File: src/rtl/lfsr_pkg.sv
// lfsr_pkg: shared definitions for the 8-bit LFSR test link.
//   NB_LFSR       word width used by generator and receiver
//   TAPS_DEFAULT  default feedback mask
//   NB_POP        width needed to hold a popcount of one word
//   state_t       receiver FSM encoding (SEARCH/VERIFY/LOCKED, code 3 unused)
//   lfsr_next()   one LFSR step: shift left, feedback parity into bit 0
//   popcount()    number of set bits in a word
// Both ends of the link import lfsr_next from here so their sequences cannot diverge.
package lfsr_pkg;

  localparam int NB_LFSR = 8;
  localparam logic [NB_LFSR-1:0] TAPS_DEFAULT = 8'hB8;
  localparam int NB_POP = $clog2(NB_LFSR + 1);

  typedef enum logic [1:0] {
    ST_SEARCH = 2'd0,
    ST_VERIFY = 2'd1,
    ST_LOCKED = 2'd2,
    ST_UNUSED = 2'd3
  } state_t;

  function automatic logic [NB_LFSR-1:0] lfsr_next(input logic [NB_LFSR-1:0] x,
                                                   input logic [NB_LFSR-1:0] taps);
    return {x[NB_LFSR-2:0], ^(x & taps)};
  endfunction

  function automatic logic [NB_POP-1:0] popcount(input logic [NB_LFSR-1:0] x);
    logic [NB_POP-1:0] n;
    n = '0;
    for (int i = 0; i < NB_LFSR; i++) begin
      n = n + NB_POP'(x[i]);
    end
    return n;
  endfunction

endpackage

File: src/rtl/lfsr_sat_counter.sv
// lfsr_sat_counter: saturating accumulator for link error statistics.
//   clk    in   system clock
//   rst    in   synchronous active-high reset, count <= 0
//   clear  in   synchronous clear, wins over a same-cycle increment
//   inc    in   amount to add this cycle (0 = hold)
//   count  out  running total, sticks at all-ones
module lfsr_sat_counter #(
  parameter int NB_CNT = 16,
  parameter int NB_INC = 1
) (
  input  logic              clk,
  input  logic              rst,
  input  logic              clear,
  input  logic [NB_INC-1:0] inc,
  output logic [NB_CNT-1:0] count
);

  // One extra bit catches the carry out that signals saturation.
  logic [NB_CNT:0] sum;

  assign sum = {1'b0, count} + (NB_CNT + 1)'(inc);

  always_ff @(posedge clk) begin
    if (rst || clear) begin
      count <= '0;
    end else if (sum[NB_CNT]) begin
      count <= '1;
    end else begin
      count <= sum[NB_CNT-1:0];
    end
  end

endmodule

File: src/rtl/lfsr_sync_receiver.sv
// lfsr_sync_receiver: receive end of the 8-bit LFSR test link.
// Seeds its local LFSR from the incoming data, qualifies lock over LOCK_CNT
// consecutive matches, flywheels while locked, drops lock after LOSS_CNT
// consecutive mismatches and counts corrupted words.
// Optional build macro: LFSR_RX_BER_EN adds o_bit_err_count (mismatched-bit count).
// Ports:
//   clk              in   system clock, rising edge
//   i_rst            in   synchronous active-high reset
//   i_valid          in   i_lfsr carries a new word this cycle
//   i_lfsr           in   received LFSR word
//   i_clear          in   clear error counters (lock FSM untouched)
//   o_lock           out  1 while LOCKED
//   o_state          out  FSM state code
//   o_err            out  1-cycle pulse per mismatched word in VERIFY/LOCKED
//   o_err_count      out  saturating count of o_err pulses
//   o_bit_err_count  out  (LFSR_RX_BER_EN only) saturating count of mismatched bits
module lfsr_sync_receiver
  import lfsr_pkg::*;
#(
  parameter int                 NB_LFSR  = 8,  // must equal lfsr_pkg::NB_LFSR
  parameter logic [NB_LFSR-1:0] TAPS     = TAPS_DEFAULT,
  parameter int                 LOCK_CNT = 5,
  parameter int                 LOSS_CNT = 3,
  parameter int                 NB_CNT   = 16
) (
  input  logic               clk,
  input  logic               i_rst,
  input  logic               i_valid,
  input  logic [NB_LFSR-1:0] i_lfsr,
  input  logic               i_clear,
  output logic               o_lock,
  output logic [1:0]         o_state,
  output logic               o_err,
  output logic [NB_CNT-1:0]  o_err_count
`ifdef LFSR_RX_BER_EN
  ,
  output logic [NB_CNT-1:0]  o_bit_err_count
`endif
);

  localparam int NB_M = $clog2(LOCK_CNT + 1);
  localparam int NB_L = $clog2(LOSS_CNT + 1);

  state_t             state;
  logic [NB_LFSR-1:0] expected;
  logic [NB_M-1:0]    match;
  logic [NB_L-1:0]    miss;
  logic               word_match;
  logic               err_hit;

  assign word_match = (i_lfsr == expected);
  // A word is an error only when the receiver has a prediction to compare with.
  assign err_hit    = i_valid && !word_match &&
                      ((state == ST_VERIFY) || (state == ST_LOCKED));

  assign o_state = state;
  assign o_lock  = (state == ST_LOCKED);

  always_ff @(posedge clk) begin
    if (i_rst) begin
      state    <= ST_SEARCH;
      expected <= '0;
      match    <= '0;
      miss     <= '0;
      o_err    <= 1'b0;
    end else begin
      o_err <= err_hit;
      case (state)
        ST_SEARCH: begin
          // All-zero is the LFSR lockup word and can never seed a sequence.
          if (i_valid && (i_lfsr != '0)) begin
            expected <= lfsr_next(i_lfsr, TAPS);
            match    <= '0;
            miss     <= '0;
            state    <= ST_VERIFY;
          end
        end
        ST_VERIFY: begin
          if (i_valid) begin
            if (word_match) begin
              expected <= lfsr_next(expected, TAPS);
              if (match == NB_M'(LOCK_CNT - 1)) begin
                state <= ST_LOCKED;
                miss  <= '0;
              end else begin
                match <= match + 1'b1;
              end
            end else begin
              match <= '0;
              if (i_lfsr == '0) begin
                state <= ST_SEARCH;
              end else begin
                expected <= lfsr_next(i_lfsr, TAPS);
              end
            end
          end
        end
        ST_LOCKED: begin
          if (i_valid) begin
            // Flywheel: once locked, corrupted data must not disturb the prediction.
            expected <= lfsr_next(expected, TAPS);
            if (word_match) begin
              miss <= '0;
            end else if (miss == NB_L'(LOSS_CNT - 1)) begin
              miss  <= '0;
              state <= ST_SEARCH;
            end else begin
              miss <= miss + 1'b1;
            end
          end
        end
        default: state <= ST_SEARCH;
      endcase
    end
  end

  lfsr_sat_counter #(
    .NB_CNT (NB_CNT),
    .NB_INC (1)
  ) u_err_cnt (
    .clk   (clk),
    .rst   (i_rst),
    .clear (i_clear),
    .inc   (err_hit),
    .count (o_err_count)
  );

`ifdef LFSR_RX_BER_EN
  logic [NB_POP-1:0] bit_inc;

  assign bit_inc = err_hit ? popcount(i_lfsr ^ expected) : '0;

  lfsr_sat_counter #(
    .NB_CNT (NB_CNT),
    .NB_INC (NB_POP)
  ) u_bit_err_cnt (
    .clk   (clk),
    .rst   (i_rst),
    .clear (i_clear),
    .inc   (bit_inc),
    .count (o_bit_err_count)
  );
`else
  // Bit-error statistics not built: no popcount path.
`endif

endmodule

File: config.mk
export PLATFORM = sky130hd
export DESIGN_NAME = lfsr_sync_receiver
export DESIGN_NICKNAME = d
export VERILOG_FILES = /design/src/rtl/lfsr_pkg.sv /design/src/rtl/lfsr_sat_counter.sv /design/src/rtl/lfsr_sync_receiver.sv
export SDC_FILE = /design/constraint.sdc
export NUM_CORES = 1
export LEC_CHECK = 0
export BUFFER_PORTS_ARGS = -buffer_cell sky130_fd_sc_hd__buf_2
export CAP_MARGIN = 30
export CORE_ASPECT_RATIO = 1.1
export CORE_UTILIZATION = 50
export DETAILED_ROUTE_END_ITERATION = 12
export MAX_ROUTING_LAYER = met4
export PLACE_DENSITY = 0.72
export SLEW_MARGIN = 20
export SYNTH_ARGS = -nofsm -noshare
export SYNTH_HDL_FRONTEND = slang
export SYNTH_SLANG_ARGS = --single-unit
File: constraint.sdc
create_clock -name clk -period 6 [get_ports clk]
set_input_delay 1.2 -clock clk [delete_from_list [all_inputs] [get_ports clk]]
set_output_delay 1.2 -clock clk [all_outputs]
set_load 0.01 [all_outputs]
==> flow_summary.json, run 1 <==
{
  "rr_endpoint": "u_err_cnt.count[6]",
  "status": "completed",
  "crit_type": "input pin to flop",
  "initial_core_util": 0.5415,
  "place_hpwl_um": 2600,
  "end_kind": "flop",
  "core_area_um2": 3468,
  "finClkSkew_ns": 0.007984,
  "dp_slack_ns": 2.364,
  "ys.warnings.count": 0,
  "arrival_ns": 3.48,
  "ctsHoldBuffers": 0,
  "ctsResizeCount": 0,
  "drc_errors": 0,
  "ys.flop_type": "dfxtp_1",
  "clk_latency_ns": 0.32,
  "cp_num_buf_inv": 1,
  "post_dp_cell_area_um2": 2047,
  "r2r_cells": 10,
  "yosysTopAreaCellShare": 0.3411,
  "yosysUniqueCellTypes": 44,
  "drive_gt1_frac": 0.2385,
  "r2r_slack_ns": 3.32,
  "layout_commonest_cell": "dfxtp_1",
  "antenna_found_initial": 0,
  "fmax_ghz": 0.3046,
  "final_max_slew_viol_count": 0,
  "hold_path_depth": 2,
  "worstSetupStartpointType": "input pin",
  "synth_seq_cells": 32,
  "die_w_um": 60.44,
  "antenna_left": 0,
  "crit_slowest_cell": "nand2b_1",
  "cts_setup_buffers": 0,
  "die_h_um": 66.28,
  "seq_area_um2": 640.6,
  "worst_pin_slew_ns": 0.5979,
  "n_antenna_cell": 0,
  "timing.final.crit_share": 0.5471,
  "syn_area_per_cell_um2": 9.029,
  "irDropWorstVdd_mv": 0.1311,
  "htree_levels": 2,
  "die-area_um2": 4005,
  "nets": 259,
  "dr_total_vias": 1530,
  "row_count": 22,
  "cp_cell_sequence": "buf_2 > xnor2_1 > nand4_2 > nor2_8 > nor2_1 > ha_1 > and3_1 > and4_1 > and2_1 > nand2b_1 > a21oi_1",
  "power.leakage_uw": 0.0008749,
  "yosysSeqAreaShare": 0.3411,
  "io-pin-count": 32,
  "final_cell_area_um2": 2123,
  "r2r-start": "expected[7]",
  "critical_path.max_fanout": 12,
  "slew_headroom": 0.6005,
  "clk_pin_slew_ns": 0.10,
  "cap_violations": 0,
  "power.density_nw_per_um2": 258.5,
  "worstPathRequired_ns": 6.20,
  "synth_fp_nets": 229,
  "tritoncts": "done",
  "synth.area.top_cells": "dfxtp_1 (34%), xnor2_1 (7.5%), a21oi_1 (6.4%)",
  "layout-area-overhead-vs-synth_pct": 13.06,
  "cts_sinks": 32,
  "synth-edff-count": 0,
  "drt_iter0_markers": 104,
  "min_to": "miss[1]",
  "dp.cells": 279,
  "track_usage": 0.2091,
  "wl_um": 3610,
  "routed_via_density": 5.331,
  "synth_area_leader_cell": "dfxtp_1",
  "grt.overflow.total": 0,
  "rsz0062_at_grt": "false",
  "setup_tns_ns": 0,
  "cts_buffers": 5,
  "ys_async_sr_fraction": 0,
  "fin_crit_ns": 3.283,
  "finalHoldViolations": 0,
  "max_stage_delay_ns": 0.35,
  "setup_viol": 0,
  "firstDrtPassIters": 4,
  "crit_family": "simple AND/OR/NAND/NOR gates",
  "final_cells": 287,
  "grt_pass1_wl_um": 6134,
  "finish.utilization": 0.6122,
  "grt_max_degree": 21,
  "synthesis.area_um2": 1878,
  "root_buffer": "clkbuf_4",
  "hold_class": "flop to flop",
  "clock_path_buffers": 2,
  "layout_common_cells": "dfxtp_1 (32), buf_2 (31), a21oi_1 (24), xnor2_1 (16), inv_1 (15)",
  "multi_input_area_um2": 1135,
  "grt_pass1_vias": 1321,
  "routabilityCongestion": 0.8189,
  "io_buffers": 31,
  "setup_ws_ns": 2.717,
  "hp-start": "miss[0]",
  "final.fill_count": 325,
  "wl_per_cell_um": 12.58,
  "netlist_instances": 208
}
worst reg2reg max path, delay by kind of cell, from the launching register on:
| family | cells | cell delay, ns |
|---|---|---|
| simple gates | 7 | 1.71 |
| flops | 1 | 0.40 |
| xor+xnor | 1 | 0.14 |
| compound gates | 1 | 0.12 |
| fa+ha+maj | 1 | 0.19 |
cell usage after synthesis (2+ instances only):
master / n
nor2_1: 12
and3_1: 4
clkbuf_1: 4
xnor2_1: 16
buf_6: 2
and4_1: 2
nand2_1: 13
dfxtp_1: 32
nor3_1: 3
nor3_2: 3
nor2b_1: 2
and2_1: 3
nand4_1: 3
or2_2: 2
nor3b_1: 2
nand2b_1: 4
o21ai_0: 10
ha_1: 9
a21oi_1: 24
a221oi_2: 8
mux2i_1: 4
nand3_1: 5
inv_1: 15
xor2_1: 6
power breakdown:
group	switching [µW]	leakage [µW]	internal (µW)
registers	15.8	0.000260	227
logic	85.0	0.000573	61.5
clock network	72.6	0.0000422	87.3
through the flow:
step	hold WS, ns	power [µW]
5_1_grt	0.5297	584.3
2_1_floorplan	0.4484	364.9
4_1_cts	0.4925	554.0
3_5_place_dp	0.4761	393.9
6_report	0.4867	548.9
3_3_place_gp	0.4684	391.6
layout make-up:
cell class                 instances  share of cell area
inverter                          15             0.02652
tap                               48             0.02829
clock inverter                     2             0.01650
clock buffer                       6             0.01945
multi-input combinational        153              0.5345
sequential                        32              0.3017
timing repair buffer              31             0.07307
worst max-delay path by stage:
stage	cells past startpoint	slack [ns]	to	startpoint
after floorplan	12	2.71	u_err_cnt.count[10]	i_lfsr[0]
after global placement	11	2.44	u_err_cnt.count[10]	i_lfsr[7]
after detailed placement	11	2.36	u_err_cnt.count[10]	i_lfsr[7]
after CTS	11	2.72	u_err_cnt.count[6]	i_lfsr[7]
after global routing	11	2.57	u_err_cnt.count[8]	i_lfsr[1]
final	11	2.72	u_err_cnt.count[6]	i_lfsr[2]
kinds of logic after synthesis:
group,synth area share
multiplexers,0.02132
flip-flops,0.3411
XOR/XNOR,0.1026
AO/OA/AOI/OAI,0.2239
AND/OR/NAND/NOR,0.1965
adder cells (fa/ha/maj),0.05996
buffers and inverters,0.05462
registers in the layout, indices dropped and copies added, names as in the netlist:
register         flops
o_err                1
u_err_cnt.count     16
expected             8
o_state              2
miss                 2
match                3
layer usage:
layer	up-vias	global-route usage	part of all wire
met5	-	-	0
met4	0	0.06818	0.010
met3	4	0.04697	0.054
met2	42	0.2953	0.43
met1	685	0.2924	0.50
li1	799	-	-
Note: power is estimated with default switching activity, not from simulation.
==> run 2, diff against run 1 <==
==> constraint.sdc (replaced) <==
create_clock -name clk -period 3.2 [get_ports clk]
set_input_delay 0.64 -clock clk [delete_from_list [all_inputs] [get_ports clk]]
set_output_delay 0.64 -clock clk [all_outputs]
set_load 0.01 [all_outputs]
==> run 2 against run 1 <==
Compared with the run above:
- sequential share of layout area is 0.053 points lower
- clock skew is 0.0022 ns higher
- hold slack improved by 0.021 ns
- worst setup slack got worse by 2.2 ns
- sequential cell count unchanged
- routed wire length up 1.2%
- critical path depth did not move
- power is 90% higher
- combinational power increased by 88%
- clock-buffer cell count is 1 lower
- clock power grew 94%
- utilization increased by 0.11 points
- largest cell class unchanged
- highest routed layer unchanged
==> flow_summary.json, run 2 (same netlist as run 1, synthesis figures left out) <==
{
  "io_buffers": 31,
  "grt.overflow.total": 0,
  "wl_um": 3653,
  "grt_max_degree": 21,
  "routabilityCongestion": 0.8188,
  "drive_gt1_frac": 0.2427,
  "setup_tns_ns": 0,
  "antenna_left": 0,
  "worstSetupStartpointType": "input pin",
  "end_kind": "flop",
  "grt_pass1_wl_um": 6113,
  "reg_top3": "u_err_cnt.count: 16 flops, expected: 8 flops, match: 3 flops",
  "critical_path.max_fanout": 12,
  "timing.final.crit_share": 0.8481,
  "fmax_ghz": 0.3685,
  "status": "completed",
  "clock_path_buffers": 2,
  "finish.utilization": 0.6133,
  "arrival_ns": 2.92,
  "dr_total_vias": 1562,
  "track_usage": 0.2099,
  "wl_per_cell_um": 12.73,
  "nets": 259,
  "power.leakage_uw": 0.0008738,
  "finalHoldViolations": 0,
  "drc_errors": 0,
  "htree_levels": 2,
  "top_register": "u_err_cnt.count",
  "final_max_slew_viol_count": 0,
  "worst_pin_slew_ns": 0.6398,
  "drt_iter0_markers": 106,
  "core_area_um2": 3468,
  "die-area_um2": 4005,
  "tritoncts": "done",
  "grt_pass1_vias": 1349,
  "rsz0062_at_grt": "false",
  "routed_via_density": 5.443,
  "layout_common_cells": "dfxtp_1 (32), buf_2 (31), a21oi_1 (24), xnor2_1 (16), inv_1 (15)",
  "ctsResizeCount": 0,
  "n_antenna_cell": 0,
  "hold_class": "flop to flop",
  "dp_slack_ns": 0.1404,
  "cts_setup_buffers": 0,
  "place_hpwl_um": 2629,
  "antenna_found_initial": 0,
  "crit_type": "input pin to flop",
  "clk_pin_slew_ns": 0.10,
  "firstDrtPassIters": 4,
  "finClkSkew_ns": 0.01015,
  "die_h_um": 66.28,
  "setup_viol": 0,
  "power.density_nw_per_um2": 489.2,
  "die_w_um": 60.44,
  "cts_sinks": 32,
  "layout-area-overhead-vs-synth_pct": 13.26,
  "setup_ws_ns": 0.4861,
  "clk_latency_ns": 0.33,
  "cap_violations": 0,
  "worstPathRequired_ns": 3.41,
  "row_count": 22,
  "slew_headroom": 0.5725,
  "root_buffer": "clkbuf_4",
  "cts_buffers": 5,
  "fin_crit_ns": 2.714,
  "irDropWorstVdd_mv": 0.2647,
  "ctsHoldBuffers": 0,
  "final.fill_count": 307,
  "layout_commonest_cell": "dfxtp_1",
  "largest_reg_flops": 16,
  "initial_core_util": 0.5415,
  "io-pin-count": 32
}
## run 2: cell count changes in the layout (fill, tap and decap cells not counted), sizes merged
cell	change
clkbuf	-1
clkinvlp	+1
## run 2: path summary, 6_finish.rpt
kind / cells past startpoint / start / slack (ns) / endpoint
hold / removal: 2 / miss[0] / 0.51 / miss[1]
hold reg to reg: 2 / miss[0] / 0.51 / miss[1]
setup / recovery: 11 / i_lfsr[7] / 0.49 / u_err_cnt.count[10]
setup reg to reg: 10 / expected[7] / 0.51 / u_err_cnt.count[10]
## run 2: report_power, final
part           internal [µW]  total, µW  switching (µW)
clock                    163        310             147
combinational            115        275             160
sequential               425        455            30.3
## run 2: worst max-delay path: stages
cell and delay [ns]:
buf_2 0.12, xnor2_1 0.14, nand4_1 0.28, nor2_8 0.27, nor2_1 0.10, ha_1 0.19
and3_1 0.22, and4_1 0.28, and2_1 0.21, nand2b_1 0.35, a21oi_1 0.12
## run 2: area by class of cell
type | count | area, µm² | share of cell area
Inverter | 15 | 56.30 | 0.02647
Timing Repair Buffer | 31 | 155.1 | 0.07294
Tap cell | 48 | 60.06 | 0.02824
Multi-Input combinational cell | 153 | 1135 | 0.5335
Clock inverter | 3 | 42.54 | 0.02000
Sequential cell | 32 | 640.6 | 0.3012
Clock buffer | 5 | 37.54 | 0.01765
## run 2: stage by stage
| step | power (µW) | cell area, µm² | hold slack [ns] | instances |
|---|---|---|---|---|
| floorplan | 684.1 | 1878 | 0.4484 | 208 |
| global placement | 734.3 | 2047 | 0.4683 | 279 |
| detailed placement | 739.2 | 2047 | 0.4752 | 279 |
| CTS | 1046 | 2127 | 0.5015 | 287 |
| global route | 1103 | 2127 | 0.5374 | 287 |
| finish | 1040 | 2127 | 0.5075 | 287 |
## run 2: layer usage
layer / global-route usage / share of wire
met1: 0.2968 / 0.52
met2: 0.2843 / 0.42
met3: 0.05284 / 0.043
met4: 0.07670 / 0.015
met5: - / 0
